File: src/rtl/anubis_pkg.sv
// Shared Anubis round-stage definitions: state geometry and the element
// packing helper used by every stage that addresses individual bytes.
package anubis_pkg;

  localparam int unsigned N  = 4;
  localparam int unsigned W  = 8;
  localparam int unsigned DW = N * N * W;

  // MSB bit index of element (r,c) in a row-major, MSB-first packed matrix.
  function automatic int unsigned elem_msb(input int unsigned n, input int unsigned w,
                                           input int unsigned r, input int unsigned c);
    return n * n * w - 1 - w * (n * r + c);
  endfunction

endpackage

File: src/rtl/tau_core.sv
// Combinational tau: out element (r,c) = in element (c,r).
module tau_core import anubis_pkg::*; #(
  parameter int unsigned N = anubis_pkg::N,
  parameter int unsigned W = anubis_pkg::W
) (
  input  logic [N*N*W-1:0] in_data,
  output logic [N*N*W-1:0] out_data
);

  for (genvar r = 0; r < N; r++) begin : g_row
    for (genvar c = 0; c < N; c++) begin : g_col
      assign out_data[elem_msb(N, W, r, c) -: W] = in_data[elem_msb(N, W, c, r) -: W];
    end
  end

endmodule

File: src/rtl/tau_transpose.sv
// Anubis tau step: registered transpose behind a 2-entry skid buffer so it can
// sit between other pipelined round stages with a registered in_ready.
module tau_transpose import anubis_pkg::*; #(
  parameter int unsigned N = anubis_pkg::N,
  parameter int unsigned W = anubis_pkg::W
) (
  input  logic             clk,
  input  logic             rst_n,
  input  logic             in_valid,
  output logic             in_ready,
  input  logic [N*N*W-1:0] in_data,
  output logic             out_valid,
  input  logic             out_ready,
  output logic [N*N*W-1:0] out_data
);

  localparam int unsigned DW = N * N * W;

  logic [DW-1:0] xposed;
  logic [DW-1:0] skid_data, skid_data_nx, out_data_nx;
  logic          skid_valid, skid_valid_nx, out_valid_nx;
  logic          in_fire;

  tau_core #(.N(N), .W(W)) u_core (
    .in_data  (in_data),
    .out_data (xposed)
  );

  // The skid slot is only ever occupied while the main register is full, and
  // in_ready is low whenever it is occupied, so no input can arrive then.
  always_comb begin
    in_fire       = in_valid && in_ready;
    out_valid_nx  = out_valid;
    out_data_nx   = out_data;
    skid_valid_nx = skid_valid;
    skid_data_nx  = skid_data;
    if (skid_valid) begin
      if (out_ready) begin
        out_data_nx   = skid_data;
        skid_valid_nx = 1'b0;
      end
    end else if (!out_valid || out_ready) begin
      out_valid_nx = in_fire;
      if (in_fire) out_data_nx = xposed;
    end else if (in_fire) begin
      skid_valid_nx = 1'b1;
      skid_data_nx  = xposed;
    end
  end

  always_ff @(posedge clk or negedge rst_n) begin
    if (!rst_n) begin
      out_valid  <= 1'b0;
      out_data   <= '0;
      skid_valid <= 1'b0;
      skid_data  <= '0;
      in_ready   <= 1'b0;
    end else begin
      out_valid  <= out_valid_nx;
      out_data   <= out_data_nx;
      skid_valid <= skid_valid_nx;
      skid_data  <= skid_data_nx;
      in_ready   <= !skid_valid_nx;
    end
  end

endmodule

File: config.mk
export PLATFORM = sky130hd
export DESIGN_NAME = tau_transpose
export DESIGN_NICKNAME = d
export VERILOG_FILES = /design/src/rtl/anubis_pkg.sv /design/src/rtl/tau_core.sv /design/src/rtl/tau_transpose.sv
export SDC_FILE = /design/constraint.sdc
export NUM_CORES = 1
export LEC_CHECK = 0
export CAP_MARGIN = 20
export CORE_ASPECT_RATIO = 0.9
export CORE_MARGIN = 3
export CORE_UTILIZATION = 57
export DETAILED_ROUTE_END_ITERATION = 12
export PLACE_DENSITY = 0.86
export SYNTH_ARGS = -nofsm -noshare
export SYNTH_HDL_FRONTEND = slang
export SYNTH_HIERARCHICAL = 1
export SYNTH_SLANG_ARGS = --single-unit
File: constraint.sdc
create_clock -name clk -period 2.8 [get_ports clk]
set_clock_uncertainty 0.2 [all_clocks]
set_input_delay 0.56 -clock clk [delete_from_list [all_inputs] [get_ports clk]]
set_output_delay 0.56 -clock clk [all_outputs]
set_load 0.1 [all_outputs]
After elaboration in Yosys (flattened, before gate mapping) --
Index checks and enable logic that the tools add are counted.
Storage, ports and cells: input port bits 132, flip-flop bits (word level) 259
Operators by class: mux-type cells 8, reduce and logical (&&, ||, !) cells 9, eq/ne operators 1, bitwise logic cells 2
Operator list (number):
- $mux W128 | 4
- $reduce_and A3 Y1 | 2
- $mux W1 | 4
- $reduce_bool A2 Y1 | 2
- $logic_not A1 Y1 | 2
- $ne A2 B2 Y1 const B | 1
- $not A1 Y1 | 2
- $reduce_and A2 Y1 | 1
- $logic_and A1 B1 Y1 | 1
- $logic_or A1 B1 Y1 | 1

Depth between registers and ports, before layout --
Gate-level depths: netlist of run 1.
depth after elaboration 5, depth in mapped cells 6

Modules after synthesis --
The synthesis of run 1 kept the hierarchy.
By module, submodules not included:
- tau_transpose | times used 1, seq. area each 6481.2 um^2, area each 12747.2 um^2, cells each 698
- tau_core | times used 1, seq. area each 0.0 um^2, area each 960.9 um^2, cells each 128

Least setup slack after synthesis of run 1 --
No wires, ideal clock.
path kind register to register, from register in_ready, to register skid_data[100], required time 2.475 ns, slack 0.475 ns, arrival time 2.000 ns, setup time 0.125 ns, stages on the path, launching flop included 6, cell sequence dfrtp_1 -> and2_4 -> nand3_2 -> buf_6 -> buf_12 -> mux2_4
On the way: word-level cells in the longest chain between the ends 2
Ends and longest elaborated chain:
- from (decl) | line tau_transpose.sv:10 | output logic in_ready,
- from (signal assigned) | line tau_transpose.sv:63 | in_ready <= !skid_valid_nx;
- $logic_and A1 B1 Y1 | line tau_transpose.sv:32 | in_fire = in_valid && in_ready;
- $reduce_and A3 Y1 (no line)
- to (signal assigned) | line tau_transpose.sv:62 | skid_data <= skid_data_nx;
- to (decl) | line tau_transpose.sv:20 | logic [DW-1:0] skid_data, skid_data_nx, out_data_nx;
Every way passes these cells. A chain may end at the register's enable or synchronous reset.

Worst setup path after layout of run 1 --
from register out_valid, to output port out_valid
RTL lines:
- from (decl) | line tau_transpose.sv:12 | output logic out_valid,
- from (signal assigned) | line tau_transpose.sv:59 | out_valid <= out_valid_nx;
No word-level cell between the ends.

==> implementation parameters, run 1 <==
Parameter                              Value

Final layout
  # nets final ... ~1.1k
  Most frequent cells in the layout ... sky130_fd_sc_hd__mux2_4 (307), sky130_fd_sc_hd__dfrtp_1 (258), sky130_fd_sc_hd__buf_4 (138)
  Synth-to-layout area growth ... 16.3%
  Antenna Diode Count ... 0
  Layout cell share with drive strength beyond 1 ... between 50 and 60%
  Share of the core filled with cells ... between 60% and 70%
  Most frequent standard cell in the layout excluding fill and tap cells ... sky130_fd_sc_hd__mux2_4

Route
  Met1 wire length ... between 10000 and 15000 µm
  Met2 WL post-DR ... between 10000 and 15000 µm
  Total length of routed met3 wires ... about 1700 µm
  DRT antenna net count ... 0
  Final routed wire length divided by cell count ... approximately 20 µm
  Average via count per standard cell ... 5.19
  Post-detailed-routing wire length ... between 20000 and 30000 µm
  Total number of vias ... about 6.7k
  Highest layer used for signal routing ... met5
  Drc violations ... 0
  Number of iterations in the first detailed-routing pass ... 4
  Starting DRC count in detailed routing ... 268

CTS
  Clock tree from TritonCTS ... yes
  CTS Buffer Depth ... 3
  Post CTS Setup Buffer Count ... 0
  Buffer type at the clock tree root ... sky130_fd_sc_hd__clkbuf_16
  Insertion delay to the later sink of the worst-skew pair ... between 500 and 600 ps
  Cts bufs inserted ... 28
  Clock Sink Count ... 259
  Clock edge transition at the registers on the reported setup and hold paths ... about 60 ps
  CTS H-tree lvls ... 1

Timing
  Final Slew Violations ... 0
  Worst slew slack as a fraction of its limit ... between 60% and 70%
  Worst-margin pin slew ... slightly above 500 ps
  Setup repair after global routing missed its margin ... no
  Setup violations, final ... 0
  Post-Route Hold Slack ... 289 ps
  Portion of the clock cycle consumed by the worst path in the final layout ... 74.8%
  Minimum clock period after layout ... roughly 2100 ps
  Achievable frequency ... around 0.48 GHz
  Fin. Hold Viols ... 0
  Setup Total Neg Slack ... 0 ps

Synth
  Avg Synthesized Cell Area ... between 15 and 20 µm²
  Number of distinct library cells after synthesis ... 20
  Netlist area before placement ... ~14000 µm²
  Mux share of post-synthesis cell area ... between 30% and 40%
  Complex-gate fraction of the synthesized area ... less than 1%
  Syn Inst Count ... 826
  Warnings from Yosys ... 6
  Basic-gate share of the synthesized area counting and, or, nand and nor cells ... less than 1%
  Main combinational cell family by area after synthesis ... multiplexers
  Number of synthesized register bits ... roughly 260
  Register area share after synthesis ... between 40% and 50%
  Adder-Cell Fraction of Synth Area ... 0%
  Number of nets in the synthesized netlist ... 958
  Xor-xnor portion of the synthesized cell area ... 0%

Global route
  Global router's overall resource usage ... about a fifth
  First-pass GRT wire length ... 41000 µm
  Via count of the first global-routing pass ... between 7k and 8k
  Total gr overflow ... 0
  Largest net degree at the start of global routing ... between 60 and 70
  Initial antenna violation count ... 1

Worst setup path
  Peak fanout along the critical path ... 5
  Worst Path Buf+Inv ... 1
  CP required ... ~2000 ps
  Kind of cell adding the most delay to the critical path ... flip-flops
  Critical path class ... reg -> out
  Path length in cells of the critical path ... 1
  Slowest stage cell on the critical path ... sky130_fd_sc_hd__dfrtp_1
  Critical Path, Cell by Cell ... buf_4
  Length in cells of the worst reg-to-reg path ... 4
  CP peak stage delay ... between 400 and 500 ps
  Crit path DAT ... between 1000 and 1500 ps
  Critical Path Start Type ... register
  Endpoint class of the critical path ... output pin

Placement
  Last weighted congestion value of the routability-driven placer ... roughly 0.74
  I/O Buffers ... about 260
  Estimated wirelength of the detail-placed design ... between 15000 and 20000 µm

Floorplanning
  Die outline height ... ~150 µm
  Number of I/O pins ... between 200 and 300
  Core Area ... roughly 23000 µm²
  Starting utilization of the core area ... 58.4%
  Row cnt ... 53
  DIE WIDTH ... 169 µm
  Area of the die ... 25900 µm²

Run
  Number of maximum-capacitance violations ... 0

Outcome
  Result of the run ... complete, no violations

Min path
  Class of the tightest hold or removal check ... reg -> reg
  Hold Crit Depth ... 1
[synthesized netlist by cell type]
| cell type | instances | area share (%) |
|---|---|---|
| sky130_fd_sc_hd__a21oi_1 | 1 | 0.036 |
| sky130_fd_sc_hd__and2_4 | 1 | 0.064 |
| sky130_fd_sc_hd__buf_12 | 29 | 4.2 |
| sky130_fd_sc_hd__buf_2 | 1 | 0.036 |
| sky130_fd_sc_hd__buf_4 | 128 | 7.0 |
| sky130_fd_sc_hd__buf_6 | 9 | 0.74 |
| sky130_fd_sc_hd__buf_8 | 1 | 0.11 |
| sky130_fd_sc_hd__clkbuf_1 | 3 | 0.082 |
| sky130_fd_sc_hd__dfrtp_1 | 259 | 47 |
| sky130_fd_sc_hd__inv_1 | 1 | 0.027 |
| sky130_fd_sc_hd__mux2_1 | 9 | 0.74 |
| sky130_fd_sc_hd__mux2_2 | 68 | 5.6 |
| sky130_fd_sc_hd__mux2_4 | 307 | 34 |
| sky130_fd_sc_hd__nand2_1 | 1 | 0.027 |
| sky130_fd_sc_hd__nand3_2 | 1 | 0.073 |
| sky130_fd_sc_hd__nor2_1 | 1 | 0.027 |
| sky130_fd_sc_hd__nor2_2 | 2 | 0.091 |
| sky130_fd_sc_hd__o21ai_0 | 2 | 0.073 |
| sky130_fd_sc_hd__o22ai_2 | 1 | 0.091 |
| sky130_fd_sc_hd__or2_2 | 1 | 0.046 |
[final timing paths]
path                                          start                   endpoint  slack, ps
max reg2reg                    skid_valid$_DFF_PN0_  out_data[101]$_DFFE_PN0P_        710
min in group asynchronous                     rst_n  skid_data[28]$_DFFE_PN0P_        380
max                           out_valid$_DFFE_PN0P_                  out_valid        700
max in group asynchronous                     rst_n  skid_data[84]$_DFFE_PN0P_       1270
min                        skid_data[2]$_DFFE_PN0P_   skid_data[2]$_DFFE_PN0P_        290
min reg2reg                skid_data[2]$_DFFE_PN0P_   skid_data[2]$_DFFE_PN0P_        290
[through the flow]
stage | instances | setup slack (ps) | area (µm²)
floorplan | 826 | 475 | 13700
global placement | 1240 | 254 | 15100
detailed placement | 1240 | 250 | 15100
CTS | 1288 | 678 | 15900
global route | 1288 | 628 | 15900
finish | 1288 | 705 | 15900
[state kept, by name, indices dropped and copies added, names as in the netlist]
| register | flops |
|---|---|
| in_ready | 1 |
| out_data | 128 |
| out_valid | 1 |
| skid_data | 128 |
| skid_valid | 1 |
[final cells by class]
class / count / area (µm²)
inverters: 1 / 3.75
well taps: 302 / 378
multi-input cells: 395 / 5560
repair buffers: 284 / 2640
clock buffers: 45 / 856
fillers: 1560 / 7540
flip-flops and latches: 259 / 6480
clock inverters: 2 / 10.0
[routing by layer]
layer	track usage [%]	up-vias
li1	-	3037
met1	27.0	3411
met2	31.3	192
met3	5.28	37
met4	3.89	2
met5	0	-
[what timing repair did]
item                                   in CTS  in global routing
endpoints found under the hold margin      57                  0
gates resized for setup                     0                  0
hold buffers                                1                  0
[cells by family after synthesis]
family | after synthesis
flops | 259
mux | 384
simple gates | 7
compound gates | 4
buf+inv | 172
Power of run 1 is left out: the tool's default activity adds up to more than one toggle a clock period on the data nets, which glitch-free logic cannot reach.
==> run 2: changes to the inputs <==
CORE_UTILIZATION = 48   (was 57)
PLACE_DENSITY = 0.78   (was 0.86)
clock period = 1.81 ns   (was 2.8 ns; I/O delays follow)
==> run 2 against run 1 <==
  * The run now ends with negative setup slack left
  * Cell count up 8.9%
  * Register-to-register slack worse by 770 ps
  * Sequential share of layout area down 5.4 points
  * Sequential cell count unchanged
  * Hold slack worse by 100 ps
  * Critical endpoint is now out_data[101]$_DFFE_PN0P_
==> implementation parameters, run 2 (same netlist as run 1, synthesis figures left out) <==
Parameter                              Value

Outcome
  Result of the run ... finished, violations left
  Failing checks ... negative setup slack

Worst setup path
  Length in cells of the worst reg-to-reg path ... 5
  Slack of the worst reg-to-reg path ... -60 ps
  Endpoint class of the critical path ... register
  Worst reg2reg path startpoint ... in_ready$_DFF_PN0_
  Critical Path Start Type ... register
  Peak fanout along the critical path ... 14
  Critical path class ... reg -> reg
  CP required ... approximately 2000 ps
  Crit path DAT ... approximately 2100 ps
  End of the worst register-to-register path ... out_data[101]$_DFFE_PN0P_

Floorplanning
  Area of the die ... 30600 µm²
  Number of I/O pins ... ~260
  Die outline height ... ~170 µm
  Row cnt ... 58
  Core Area ... between 20000 and 30000 µm²
  DIE WIDTH ... between 150 and 200 µm
  Starting utilization of the core area ... approximately half

Placement
  Last weighted congestion value of the routability-driven placer ... about 0.73
  Estimated wirelength of the detail-placed design ... slightly above 20000 µm
  I/O Buffers ... about 260

Final layout
  Synth-to-layout area growth ... 34.0%
  Layout cell share with drive strength beyond 1 ... 60.7%
  Largest registers ... out_data: 128 flops, skid_data: 128 flops
  Most frequent cells in the layout ... sky130_fd_sc_hd__mux2_4 (315), sky130_fd_sc_hd__dfrtp_1 (256), sky130_fd_sc_hd__buf_12 (158)
  Number of fill cells ... around 1.9k
  Share of the core filled with cells ... between 60% and 70%
  Most frequent standard cell in the layout excluding fill and tap cells ... sky130_fd_sc_hd__mux2_4
  # nets final ... between 1k and 1.5k
  Antenna Diode Count ... 0

Global route
  Via count of the first global-routing pass ... 7964
  Largest net degree at the start of global routing ... 61
  Total gr overflow ... 0
  First-pass GRT wire length ... around 45000 µm
  Initial antenna violation count ... 0
  Global router's overall resource usage ... between 15 and 20%

Route
  Post-detailed-routing wire length ... approximately 28000 µm
  Final routed wire length divided by cell count ... 20.2 µm
  DRT antenna net count ... 0
  Starting DRC count in detailed routing ... around 270
  Average via count per standard cell ... between 4 and 5
  Total number of vias ... around 7.0k
  Drc violations ... 0
  Number of iterations in the first detailed-routing pass ... 4

Power
  Share of power burned in registers ... between 20% and 30%
  Power share of the clock group ... between 10% and 20%
  PD cells ... around 2000 nW/µm²
  Internal cell power ... ~21 mW
  Net Switching ... approximately 16 mW
  Switching part of the total ... 43.3%
  Standby leakage power ... 8.75 nW
  Maximum vdd drop ... around 1600 µV
  Part of the power in combinational logic ... between 50% and 60%

CTS
  Clock tree from TritonCTS ... yes
  CTS Buffer Depth ... 3
  Cts bufs inserted ... 27
  Clock Sink Count ... approximately 260
  Clock edge transition at the registers on the reported setup and hold paths ... 60 ps
  Insertion delay to the later sink of the worst-skew pair ... 520 ps
  CTS H-tree lvls ... 1
  Buffer type at the clock tree root ... sky130_fd_sc_hd__clkbuf_16

Timing
  Fin. Hold Viols ... 0
  Post-Route Hold Slack ... about 190 ps
  Final Slew Violations ... 0
  Portion of the clock cycle consumed by the worst path in the final layout ... 104%
  Setup violations, final ... approximately 120
  Achievable frequency ... 0.534 GHz
  Minimum clock period after layout ... about 1900 ps
  Setup repair after global routing missed its margin ... yes
  Worst slew slack as a fraction of its limit ... a little under two thirds
  Worst-margin pin slew ... 546 ps
  Worst-case setup margin in the final layout ... -64.3 ps

Run
  Number of maximum-capacitance violations ... 0

Min path
  Class of the tightest hold or removal check ... in -> async
## run 2: cell count changes in the layout (fill, tap and decap cells not counted), sizes merged
cell      before  now
bufinv         0    3
clkinvlp       0    1
buf          153  208
clkinv         2    5
clkbuf        45   40
## run 2: power groups by stage
stage | Sequential, mW | Clock [mW] | Combinational (mW)
global placement | 10.4 | 0 | 20.2
floorplan | 18.2 | 0 | 5.54
finish | 10.5 | 5.66 | 20.5
detailed placement | 10.5 | 0 | 20.5
global route | 10.8 | 6.03 | 21.0
CTS | 10.5 | 5.79 | 20.6
## run 2: worst max path at each step
stage | startpoint | to | slack [ps] | depth (start not counted)
global placement | in_valid | out_data[99]$_DFFE_PN0P_ | -440 | 6
floorplan | in_ready$_DFF_PN0_ | out_data[0]$_DFFE_PN0P_ | -140 | 5
detailed placement | in_valid | out_data[88]$_DFFE_PN0P_ | -470 | 6
finish | in_ready$_DFF_PN0_ | out_data[101]$_DFFE_PN0P_ | -60 | 5
CTS | in_ready$_DFF_PN0_ | in_ready | -70 | 2
global route | in_ready$_DFF_PN0_ | out_data[45]$_DFFE_PN0P_ | -100 | 5
## run 2: per-layer routing
layer	up-vias	GRT usage, %	routed length, µm
met5	-	0	0
met4	0	3.48	533
li1	3150	-	-
met2	196	29.3	13300
met1	3608	26.4	13000
met3	36	3.96	1590
## run 2: worst max-delay path: stages, from the launching register on
cell	delay, ps
sky130_fd_sc_hd__dfrtp_4	470
sky130_fd_sc_hd__and2_4	170
sky130_fd_sc_hd__o22ai_4	210
sky130_fd_sc_hd__buf_12	190
sky130_fd_sc_hd__buf_12	180
sky130_fd_sc_hd__mux2_4	310
## run 2: area by class of cell
| class | instances | area, µm² | share of cell area (%) |
|---|---|---|---|
| sequential | 259 | 6490 | 35.3 |
| timing repair buffer | 339 | 4920 | 26.8 |
| inverter | 1 | 3.75 | 0.0204 |
| clock buffer | 40 | 774 | 4.22 |
| tap | 360 | 450 | 2.45 |
| clock inverter | 9 | 126 | 0.688 |
| multi-input combinational | 395 | 5600 | 30.5 |
## run 2: stage by stage
step           setup WS (ps)  setup TNS (ps)  std cells  power [mW]  cell area (µm²)
5_1_grt                 -101           -9090       1403        37.9            18400
2_1_floorplan           -144          -28200        826        23.7            13700
3_5_place_dp            -468          -89510       1348        31.0            17400
4_1_cts                -74.7           -3660       1402        36.9            18300
3_3_place_gp            -445          -87110       1348        30.6            17400
6_report               -64.3           -3890       1403        36.7            18400
## run 2: what timing repair did
item | in CTS | in global routing
gates resized for setup | 12 | 4
endpoints found under the hold margin | 88 | 0
pin swaps | 0 | 1
buffers inserted | 4 | 1
endpoints found under the setup margin | 129 | 203
hold buffers | 1 | 0
No activity file was read; power rests on OpenSTA's default activity.
==> run 3: changes to the inputs <==
TNS_END_PERCENT = 10   (was unset)
==> run 3 against run 2 <==
  * Cell count down 0.93%
  * Critical path depth stayed put
  * Setup slack got worse by 14 ps
  * Count of clock-buffer cells in the layout is the same
  * Highest routed layer is now met5
  * Fmax fell by 0.72%
  * Sequential share of layout area grew 0.15 points
  * Clock power shrank 5.7%
  * Non-clock buffer count shrank 11
  * The run still ends with negative setup slack left
  * Combinational power about the same
  * Via count fell by 1.8%
  * Die area did not move
==> implementation parameters, run 3 (same netlist as run 1, synthesis figures left out) <==
Parameter                              Value

Global route
  Largest net degree at the start of global routing ... 50
  First-pass GRT wire length ... about 45000 µm
  Initial antenna violation count ... 1
  Total gr overflow ... 0
  Via count of the first global-routing pass ... 7714
  Global router's overall resource usage ... a little under a fifth

Timing
  Worst-margin pin slew ... 449 ps
  Portion of the clock cycle consumed by the worst path in the final layout ... 104%
  Final Slew Violations ... 0
  Minimum clock period after layout ... about 1900 ps
  Setup violations, final ... about 120
  Worst-case setup margin in the final layout ... -77.9 ps
  Achievable frequency ... approximately 0.53 GHz
  Setup repair after global routing missed its margin ... yes
  Worst slew slack as a fraction of its limit ... a little over two thirds
  Fin. Hold Viols ... 0
  Setup Total Neg Slack ... -4740 ps

Power
  Standby leakage power ... about 9 nW
  Maximum vdd drop ... around 1500 µV
  PD cells ... 1990 nW/µm²

Final layout
  Register cell area after layout ... ~6500 µm²
  Most frequent cells in the layout ... sky130_fd_sc_hd__mux2_4 (330), sky130_fd_sc_hd__dfrtp_1 (256), sky130_fd_sc_hd__buf_12 (159)
  # nets final ... between 1k and 1.5k
  Most frequent standard cell in the layout excluding fill and tap cells ... sky130_fd_sc_hd__mux2_4
  Layout cell share with drive strength beyond 1 ... around three fifths
  Largest registers ... out_data: 128 flops, skid_data: 128 flops
  Total area of multi-input combinational cells ... around 5700 µm²
  Count of non-filler cells in the finished layout ... approximately 1.4k
  Number of fill cells ... between 1.5k and 2k
  Share of the core filled with cells ... about two thirds
  Synth-to-layout area growth ... 33.4%

Floorplanning
  Row cnt ... just under 60
  Number of I/O pins ... 262
  Die outline height ... 166 µm
  Core Area ... 28000 µm²
  DIE WIDTH ... between 150 and 200 µm
  Area of the die ... between 30000 and 40000 µm²
  Starting utilization of the core area ... about 49%

Worst setup path
  CP required ... about 2000 ps
  Critical Path Start Type ... register
  Worst reg2reg path startpoint ... in_ready$_DFF_PN0_
  Slack of the worst reg-to-reg path ... -80 ps
  Crit path DAT ... 2080 ps
  End of the worst register-to-register path ... out_data[64]$_DFFE_PN0P_
  Endpoint class of the critical path ... register
  Peak fanout along the critical path ... 17
  Length in cells of the worst reg-to-reg path ... 5
  Worst setup path startpoint ... in_ready$_DFF_PN0_
  Critical path class ... reg -> reg

Route
  Met1 wire length ... 12200 µm
  Met2 WL post-DR ... about 13000 µm
  Highest layer used for signal routing ... met5
  Total number of vias ... approximately 6.9k
  Post-detailed-routing wire length ... 27700 µm
  Number of iterations in the first detailed-routing pass ... 4
  Average via count per standard cell ... ~5
  DRT antenna net count ... 0
  Total length of routed met3 wires ... 1960 µm
  Final routed wire length divided by cell count ... about 20 µm
  Starting DRC count in detailed routing ... between 200 and 250
  Drc violations ... 0

CTS
  Clock tree from TritonCTS ... yes
  CTS Buffer Depth ... 3
  Cts bufs inserted ... 27
  Buffer type at the clock tree root ... sky130_fd_sc_hd__clkbuf_16
  CTS H-tree lvls ... 1
  Clock edge transition at the registers on the reported setup and hold paths ... 60 ps
  Clock Sink Count ... 259
  Insertion delay to the later sink of the worst-skew pair ... about 530 ps

Placement
  Estimated wirelength of the detail-placed design ... roughly 20000 µm
  Placed cell count ... ~1.3k
  Last weighted congestion value of the routability-driven placer ... between 0.7 and 0.8
  I/O Buffers ... 261
  Minimum setup slack after placement ... -449 ps

Run
  Number of maximum-capacitance violations ... 0

Outcome
  Result of the run ... finished, violations left
  Failing checks ... negative setup slack

Min path
  Class of the tightest hold or removal check ... in -> async
## run 3: cell count changes in the layout (fill, tap and decap cells not counted), sizes merged
cell	delta
clkinvlp	-1
buf	-11
bufinv	-2
diode	+1
## run 3: report_power, final
group | internal, mW | leakage [nW] | switching [mW] | total (mW)
Clock | 3.11 | 0.418 | 2.22 | 5.34
Sequential | 8.26 | 3.05 | 2.23 | 10.5
Combinational | 9.25 | 5.27 | 11.4 | 20.6
## run 3: critical path, stage by stage, from the launching register on
cell and delay, ps:
sky130_fd_sc_hd__dfrtp_4 470, sky130_fd_sc_hd__and2_4 170, sky130_fd_sc_hd__o22ai_4 210, sky130_fd_sc_hd__buf_12 190
sky130_fd_sc_hd__buf_16 190, sky130_fd_sc_hd__mux2_4 310
## run 3: stage by stage
stage          area (µm²)  total power, mW  hold slack [ps]
2_1_floorplan       13700             23.7             -134
3_3_place_gp        17300             30.6              113
3_5_place_dp        17300             30.9              119
4_1_cts             18300             36.7              164
5_1_grt             18300             37.7              179
6_report            18300             36.4              164
## run 3: worst max path at each step
| stage | slack [ps] | depth (start not counted) | end |
|---|---|---|---|
| floorplan | -140 | 5 | out_data[0]$_DFFE_PN0P_ |
| global placement | -410 | 6 | out_data[71]$_DFFE_PN0P_ |
| detailed placement | -450 | 6 | out_data[69]$_DFFE_PN0P_ |
| CTS | -90 | 2 | in_ready |
| global route | -110 | 5 | out_data[58]$_DFFE_PN0P_ |
| finish | -80 | 5 | out_data[64]$_DFFE_PN0P_ |
## run 3: area by class of cell
class                   instances  share of cell area, %
diodes                          1                 0.0137
clock buffers                  40                   4.29
clock inverters                 6                  0.321
inverters                       1                 0.0205
multi-input cells             395                   30.9
flip-flops and latches        259                   35.5
well taps                     360                   2.46
repair buffers                328                   26.5
## run 3: metal layers
metal  global-route usage [%]  up-vias
met3                     5.34       36
met2                     29.0      190
li1                         -     3123
met1                     24.5     3511
met5                        0        -
met4                     3.45        2
## run 3: what timing repair did
item,in CTS,in global routing
hold buffers,1,0
gates cloned,0,0
endpoints found under the setup margin,139,153
pin swaps,0,2
gates resized for setup,30,4
endpoints found under the hold margin,230,0
setup buffers,0,2
